$ cat config.mk
export PLATFORM = sky130hd
export DESIGN_NAME = cordiv_sng_flat
export DESIGN_NICKNAME = d
export VERILOG_FILES = /design/src/rtl/cordiv_sng_if.sv /design/src/rtl/cordiv_sng.sv /design/src/flat_wrapper.sv
export SDC_FILE = /design/constraint.sdc
export NUM_CORES = 1
export LEC_CHECK = 0
export CAP_MARGIN = 20
export CORE_MARGIN = 2
export CORE_UTILIZATION = 59
export CTS_CLUSTER_DIAMETER = 100
export DETAILED_ROUTE_END_ITERATION = 10
export GPL_ROUTABILITY_DRIVEN = 0
export GPL_TIMING_DRIVEN = 0
export PLACE_DENSITY_LB_ADDON = 0.08
export SLEW_MARGIN = 15
export SYNTH_ARGS = -nofsm -noshare
export SYNTH_HDL_FRONTEND = slang
export SYNTH_SLANG_ARGS = --single-unit
$ cat constraint.sdc
create_clock -name clk -period 5.5 [get_ports clk]
set_input_delay 1.375 -clock clk [delete_from_list [all_inputs] [get_ports clk]]
set_output_delay 1.375 -clock clk [all_outputs]
set_load 0.01 [all_outputs]
$ cat src/rtl/cordiv_sng_if.sv
// Operand/stream bundle for the CORDIV correlated stochastic number generator.
//
// Handshake: start is a request level that the generator samples only while
// idle; busy is the acknowledge and stays high for the whole run. bs_valid
// qualifies dividend_bs/divisor_bs for exactly one cycle per stream bit with
// no backpressure (the consumer must take every valid bit), and done marks
// the cycle that carries the final bit of the run.
interface cordiv_sng_if #(
  parameter int WIDTH = 8
);
  logic             start;
  logic             mode;
  logic [WIDTH-1:0] dividend_bin;
  logic [WIDTH-1:0] divisor_bin;
  logic             busy;
  logic             bs_valid;
  logic             dividend_bs;
  logic             divisor_bs;
  logic             done;

  // Operand source side: requests runs and consumes the streams.
  modport master (
    output start, mode, dividend_bin, divisor_bin,
    input  busy, bs_valid, dividend_bs, divisor_bs, done
  );

  // Generator side.
  modport slave (
    input  start, mode, dividend_bin, divisor_bin,
    output busy, bs_valid, dividend_bs, divisor_bs, done
  );
endinterface

$ cat src/rtl/cordiv_sng.sv
// Correlated stochastic number generator feeding the CORDIV divider.
// Both operands are compared against one shared random value per cycle, so
// the two unipolar streams are maximally positively correlated. The random
// source is either a bit-reversed counter (exact ones count) or a maximal
// length Fibonacci LFSR. Every output comes straight from a flop.
module cordiv_sng #(
  parameter int WIDTH = 8,
  parameter int SEED  = 1
) (
  input  logic         clk,
  input  logic         rst,
  cordiv_sng_if.slave  bus,
  output logic [1:0]   dbg_state_o
);

  localparam logic [WIDTH-1:0] SEED_V = WIDTH'(SEED);

  // Feedback taps as 8-bit masks, trimmed to WIDTH bits.
  localparam logic [7:0] TAP8 = (WIDTH == 4) ? 8'h0C :
                                (WIDTH == 5) ? 8'h14 :
                                (WIDTH == 6) ? 8'h30 :
                                (WIDTH == 7) ? 8'h60 : 8'hB8;
  localparam logic [WIDTH-1:0] TAPS = TAP8[WIDTH-1:0];

  generate
    if (WIDTH < 4 || WIDTH > 8) begin : g_bad_width
      $error("cordiv_sng: WIDTH must be in 4..8");
    end
    if (SEED_V == '0) begin : g_bad_seed
      $error("cordiv_sng: SEED must be nonzero in its low WIDTH bits");
    end
  endgenerate

  typedef enum logic [1:0] {
    S_IDLE = 2'd0,
    S_LOAD = 2'd1,
    S_RUN  = 2'd2
  } state_t;

  state_t           state_q, state_d;
  logic [WIDTH:0]   cnt_q, cnt_d;
  logic [WIDTH-1:0] lfsr_q, lfsr_d;
  logic [WIDTH-1:0] dividend_q, dividend_d;
  logic [WIDTH-1:0] divisor_q, divisor_d;
  logic             mode_q, mode_d;
  logic             busy_q, busy_d;
  logic             valid_q, valid_d;
  logic             done_q, done_d;
  logic             dividend_bs_q, dividend_bs_d;
  logic             divisor_bs_q, divisor_bs_d;

  logic [WIDTH-1:0] bitrev_w;
  logic [WIDTH-1:0] lfsr_step_w;
  logic [WIDTH-1:0] rand_w;
  logic             last_bit_w;

  // Bit-reversed low WIDTH bits of the counter: spreads the thresholds so
  // the exact ones count is reached with well-mixed stream positions.
  always_comb begin
    bitrev_w = '0;
    for (int i = 0; i < WIDTH; i++) begin
      bitrev_w[i] = cnt_q[WIDTH-1-i];
    end
  end

  assign lfsr_step_w = {lfsr_q[WIDTH-2:0], ^(lfsr_q & TAPS)};
  assign rand_w      = mode_q ? lfsr_q : bitrev_w;
  assign last_bit_w  = (cnt_q[WIDTH-1:0] == '1);

  // Next-state and registered-output logic. The bit issued at the edge that
  // leaves LOAD is stream bit 0, so LOAD and RUN share the issue path; RUN
  // stays one extra cycle after the last bit (cnt MSB set) to drop busy.
  always_comb begin
    state_d       = state_q;
    cnt_d         = cnt_q;
    lfsr_d        = lfsr_q;
    dividend_d    = dividend_q;
    divisor_d     = divisor_q;
    mode_d        = mode_q;
    busy_d        = 1'b0;
    valid_d       = 1'b0;
    done_d        = 1'b0;
    dividend_bs_d = 1'b0;
    divisor_bs_d  = 1'b0;
    case (state_q)
      S_IDLE: begin
        if (bus.start) begin
          state_d    = S_LOAD;
          dividend_d = bus.dividend_bin;
          divisor_d  = bus.divisor_bin;
          mode_d     = bus.mode;
          cnt_d      = '0;
          lfsr_d     = SEED_V;
          busy_d     = 1'b1;
        end
      end
      S_LOAD, S_RUN: begin
        if (state_q == S_RUN && cnt_q[WIDTH]) begin
          state_d = S_IDLE;
        end else begin
          state_d       = S_RUN;
          busy_d        = 1'b1;
          valid_d       = 1'b1;
          dividend_bs_d = (dividend_q > rand_w);
          divisor_bs_d  = (divisor_q > rand_w);
          done_d        = last_bit_w;
          cnt_d         = cnt_q + (WIDTH+1)'(1);
          lfsr_d        = lfsr_step_w;
        end
      end
      default: begin
        state_d = S_IDLE;
      end
    endcase
  end

  // State and output registers; reset abandons any partial run.
  always_ff @(posedge clk) begin
    if (rst) begin
      state_q       <= S_IDLE;
      cnt_q         <= '0;
      lfsr_q        <= SEED_V;
      dividend_q    <= '0;
      divisor_q     <= '0;
      mode_q        <= 1'b0;
      busy_q        <= 1'b0;
      valid_q       <= 1'b0;
      done_q        <= 1'b0;
      dividend_bs_q <= 1'b0;
      divisor_bs_q  <= 1'b0;
    end else begin
      state_q       <= state_d;
      cnt_q         <= cnt_d;
      lfsr_q        <= lfsr_d;
      dividend_q    <= dividend_d;
      divisor_q     <= divisor_d;
      mode_q        <= mode_d;
      busy_q        <= busy_d;
      valid_q       <= valid_d;
      done_q        <= done_d;
      dividend_bs_q <= dividend_bs_d;
      divisor_bs_q  <= divisor_bs_d;
    end
  end

  assign bus.busy        = busy_q;
  assign bus.bs_valid    = valid_q;
  assign bus.done        = done_q;
  assign bus.dividend_bs = dividend_bs_q;
  assign bus.divisor_bs  = divisor_bs_q;
  assign dbg_state_o     = state_q;

endmodule

$ cat src/flat_wrapper.sv
// flat-port wrapper written by rule: the top's interface ports become plain ports
module cordiv_sng_flat 
#(
  parameter int WIDTH = 8,
  parameter int SEED  = 1
)
  (clk, rst, dbg_state_o, bus_start, bus_mode, bus_dividend_bin, bus_divisor_bin, bus_busy, bus_bs_valid, bus_dividend_bs, bus_divisor_bs, bus_done);
  cordiv_sng_if #(.WIDTH(WIDTH)) bus_i ();
  input  logic clk;
  input  logic rst;
  output logic [1:0] dbg_state_o;
  input wire logic [$bits(bus_i.start)-1:0] bus_start;
  input wire logic [$bits(bus_i.mode)-1:0] bus_mode;
  input wire logic [$bits(bus_i.dividend_bin)-1:0] bus_dividend_bin;
  input wire logic [$bits(bus_i.divisor_bin)-1:0] bus_divisor_bin;
  output wire logic [$bits(bus_i.busy)-1:0] bus_busy;
  output wire logic [$bits(bus_i.bs_valid)-1:0] bus_bs_valid;
  output wire logic [$bits(bus_i.dividend_bs)-1:0] bus_dividend_bs;
  output wire logic [$bits(bus_i.divisor_bs)-1:0] bus_divisor_bs;
  output wire logic [$bits(bus_i.done)-1:0] bus_done;
  assign bus_i.start = bus_start;
  assign bus_i.mode = bus_mode;
  assign bus_i.dividend_bin = bus_dividend_bin;
  assign bus_i.divisor_bin = bus_divisor_bin;
  assign bus_busy = bus_i.busy;
  assign bus_bs_valid = bus_i.bs_valid;
  assign bus_dividend_bs = bus_i.dividend_bs;
  assign bus_divisor_bs = bus_i.divisor_bs;
  assign bus_done = bus_i.done;
  cordiv_sng #(.WIDTH(WIDTH), .SEED(SEED)) u_core (.clk(clk), .rst(rst), .bus(bus_i), .dbg_state_o(dbg_state_o));
endmodule
==> run metrics <==
Ys Warns 0; core footprint 3360 um^2; Post-CTS Setup Bufs 0; CP delay by family, top buffers and inverters; Worst Path Buf+Inv 1; quantity of hold-fixing buffers added after cts 0; Setup crit end kind output pin; r2r worst-path depth 7; largest net degree at the start of global routing 13; stages on the worst setup path 1; Critical Path Source Type register; clock sink count 41; Setup-failing EPs final 0; Skew-Pair Late Insertion Delay 0.37 ns; DRT antenna net count 0; vias between 1500 and 2000; post-DR wirelength/cell roughly 14 um; layout cells sized above 1 ~6.2%; CTS tree yes; critical path, cell by cell clkdlybuf4s50_1; area grow syn2layout 19.0%; Async SR Flop Fraction 0%; Hold Path Class register to register; number of global-route vias before repair 1666; Post-synth EDFFs 0; WP data required between 4 and 5 ns; remaining global-route overflow 0; Primary FF master, synth dfxtp_1; Final Power 0.962 mW; RSZ-0062 raised after global routing false; clock root buffer clkbuf_4; syn nets about 280; Post-Syn Instances roughly 240; Slew Viols, Final 0; # port buffers 25; post-place setup slack 2.50 ns; maxcap violations 0; flop2flop setup slack 3.33 ns; CP max-delay cell clkdlybuf4s50_1; final worst setup slack 2.78 ns; Starting DRT DRC Count 126; H-tree lvl count 2; Clock transition at path regs 0.12 ns; Finished Layout Cells 322; Pwr Density 390 nW/um^2; Num CTS Buffers 5; Cell Area, Synth a little over 2000 um^2; CP Capture Point dbg_state_o[1]; final net count 316; Clock Tree Buf Depth 2; Initial Utilization 61.6%; Synth top area share 39.6%; Die W 63.3 um; fin crit share 49.5%; post-route cell area 2470 um^2; most frequent cell after synthesis nand2_1; distinct cell type count after synthesis 36; Synth area leader dfxtp_1; capturing point of the worst reg2reg path u_core.bus.divisor_bs; Min Clock Period, post-route 2.72 ns; WL final about 4.5 mm; drt drc 0; crit path DAT 1.35 ns; Slew @ Worst Pin 0.623 ns; reg2reg start u_core.mode_q; Pleak 0.933 nW; GRT Total Usage 24.8%; DRT Pass-1 Iters 4; post-synthesis sequential area ratio 39.6%; hpwl dp 3.38 mm; via density per instance 5.66; Total Die Area 4000 um^2; initial antenna violation count 0; clk_skew 0.00738 ns; Finished Core Util around 73%; synthesized flop and latch total 41; max incr delay on CP roughly 0.57 ns; Cell Rows 21; # IOs 27; dpl cell area between 2000 and 2500 um^2; commonest cells in the netlist nand2_1, dfxtp_1, a21oi_1; placed cells 314; Fin. Hold Viols 0; max_slew headroom between 50% and 60%; Gates resized, CTS repair 0; Synth area leaders dfxtp_1, ha_1, nand2_1, a21oi_1, nand4_1; Critical Path Source u_core.dbg_state_o[1]; status finished clean; # diodes 0; Worst VDD drop 0.265 mV; CP Class register to output pin; setup TNS 0 ns; worst hold margin 0.469 ns; die height about 63 um; Max Clock Freq 367 MHz; first-pass GRT wire length 7.67 mm; syn_area_per_cell 8.53 um^2; CP max FO 5
==> layer usage <==
layer / track usage [%] / share of wire [%] / vias to the layer above
met5: 0 / 0 / -
met4: 7.88 / 1.5 / 0
met3: 7.86 / 5.3 / 8
met2: 39.4 / 47 / 46
met1: 32.2 / 46 / 832
li1: - / - / 936
==> report_power, final <==
group          switching, mW  internal, mW
logic                  0.229         0.161
registers             0.0250         0.337
clock network          0.101         0.109
==> final cells by class <==
type                       instances  area (um^2)
clock inverter                     1         30.0
multi-input combinational        184         1170
tap                               46         57.6
timing repair buffer              25          250
fill                             286          897
sequential                        41          821
buffer                            12         60.1
inverter                           6         22.5
clock buffer                       7         55.1
==> logic make-up (layout without fill, tap and decap cells) <==
logic type | count (synthesis) | count (layout) | synth area share [%]
DFF | 41 | 41 | 39.6
buffers and inverters | 18 | 51 | 3.98
AOI/OAI and AO/OA | 60 | 60 | 17.4
and+or+nand+nor | 90 | 90 | 20.3
xor gates and xnor gates | 5 | 5 | 2.11
muxes | 8 | 8 | 3.92
adders and majority gates | 21 | 21 | 12.7
==> how the worst min path moves through the flow <==
stage	end	slack [ns]	startpoint	cells past startpoint
2_1_floorplan	u_core.dividend_q[0]	0.44	u_core.dividend_q[0]	2
3_3_place_gp	u_core.dividend_q[0]	0.45	u_core.dividend_q[0]	2
3_5_place_dp	u_core.dividend_q[6]	0.45	u_core.dividend_q[6]	2
4_1_cts	u_core.divisor_q[0]	0.47	u_core.divisor_q[0]	2
5_1_grt	u_core.divisor_q[1]	0.49	u_core.divisor_q[1]	2
6_report	u_core.divisor_q[0]	0.47	u_core.divisor_q[0]	2
==> state kept, by name (all words and copies together) (netlist names) <==
signal                  flops
u_core.cnt_q                9
u_core.dividend_q           8
u_core.divisor_q            8
u_core.lfsr_q               8
u_core.dbg_state_o          2
u_core.bus.bs_valid         1
u_core.bus.busy             1
u_core.bus.dividend_bs      1
u_core.bus.divisor_bs       1
u_core.bus.done             1
u_core.mode_q               1
==> layout by cell type, fill, tap and decap left out, drive strengths merged <==
cell type and count:
xor2 1, a21oi 38, nor3 1, a211o 1
and2 1, nor4 1, o31ai 2, xnor2 4
mux2 1, or3 1, a21o 3, nor2b 3
buf 5, clkbuf 14, o2111ai 1, nand4 13
and2b 1, nand3 3, nand2 53, or4 5
nand2b 1, dfxtp 41, a211oi 3, mux2i 7
o211ai 7, a21bo 1, and3 1, clkdlybuf4s50 25
o21ai 3, nor2 6, a21boi 1, bufinv 1
ha 21, inv 6
==> worst register-to-register path: cells and delay by family (launching register included) <==
kind                       cells  cell delay, ns
AOI/OAI and AO/OA              3            0.59
buffers and inverters          1            0.48
muxes                          1            0.33
DFF                            1            0.32
adders and majority gates      1            0.29
and+or+nand+nor                1            0.06
No activity file was read; power rests on OpenSTA's default activity.
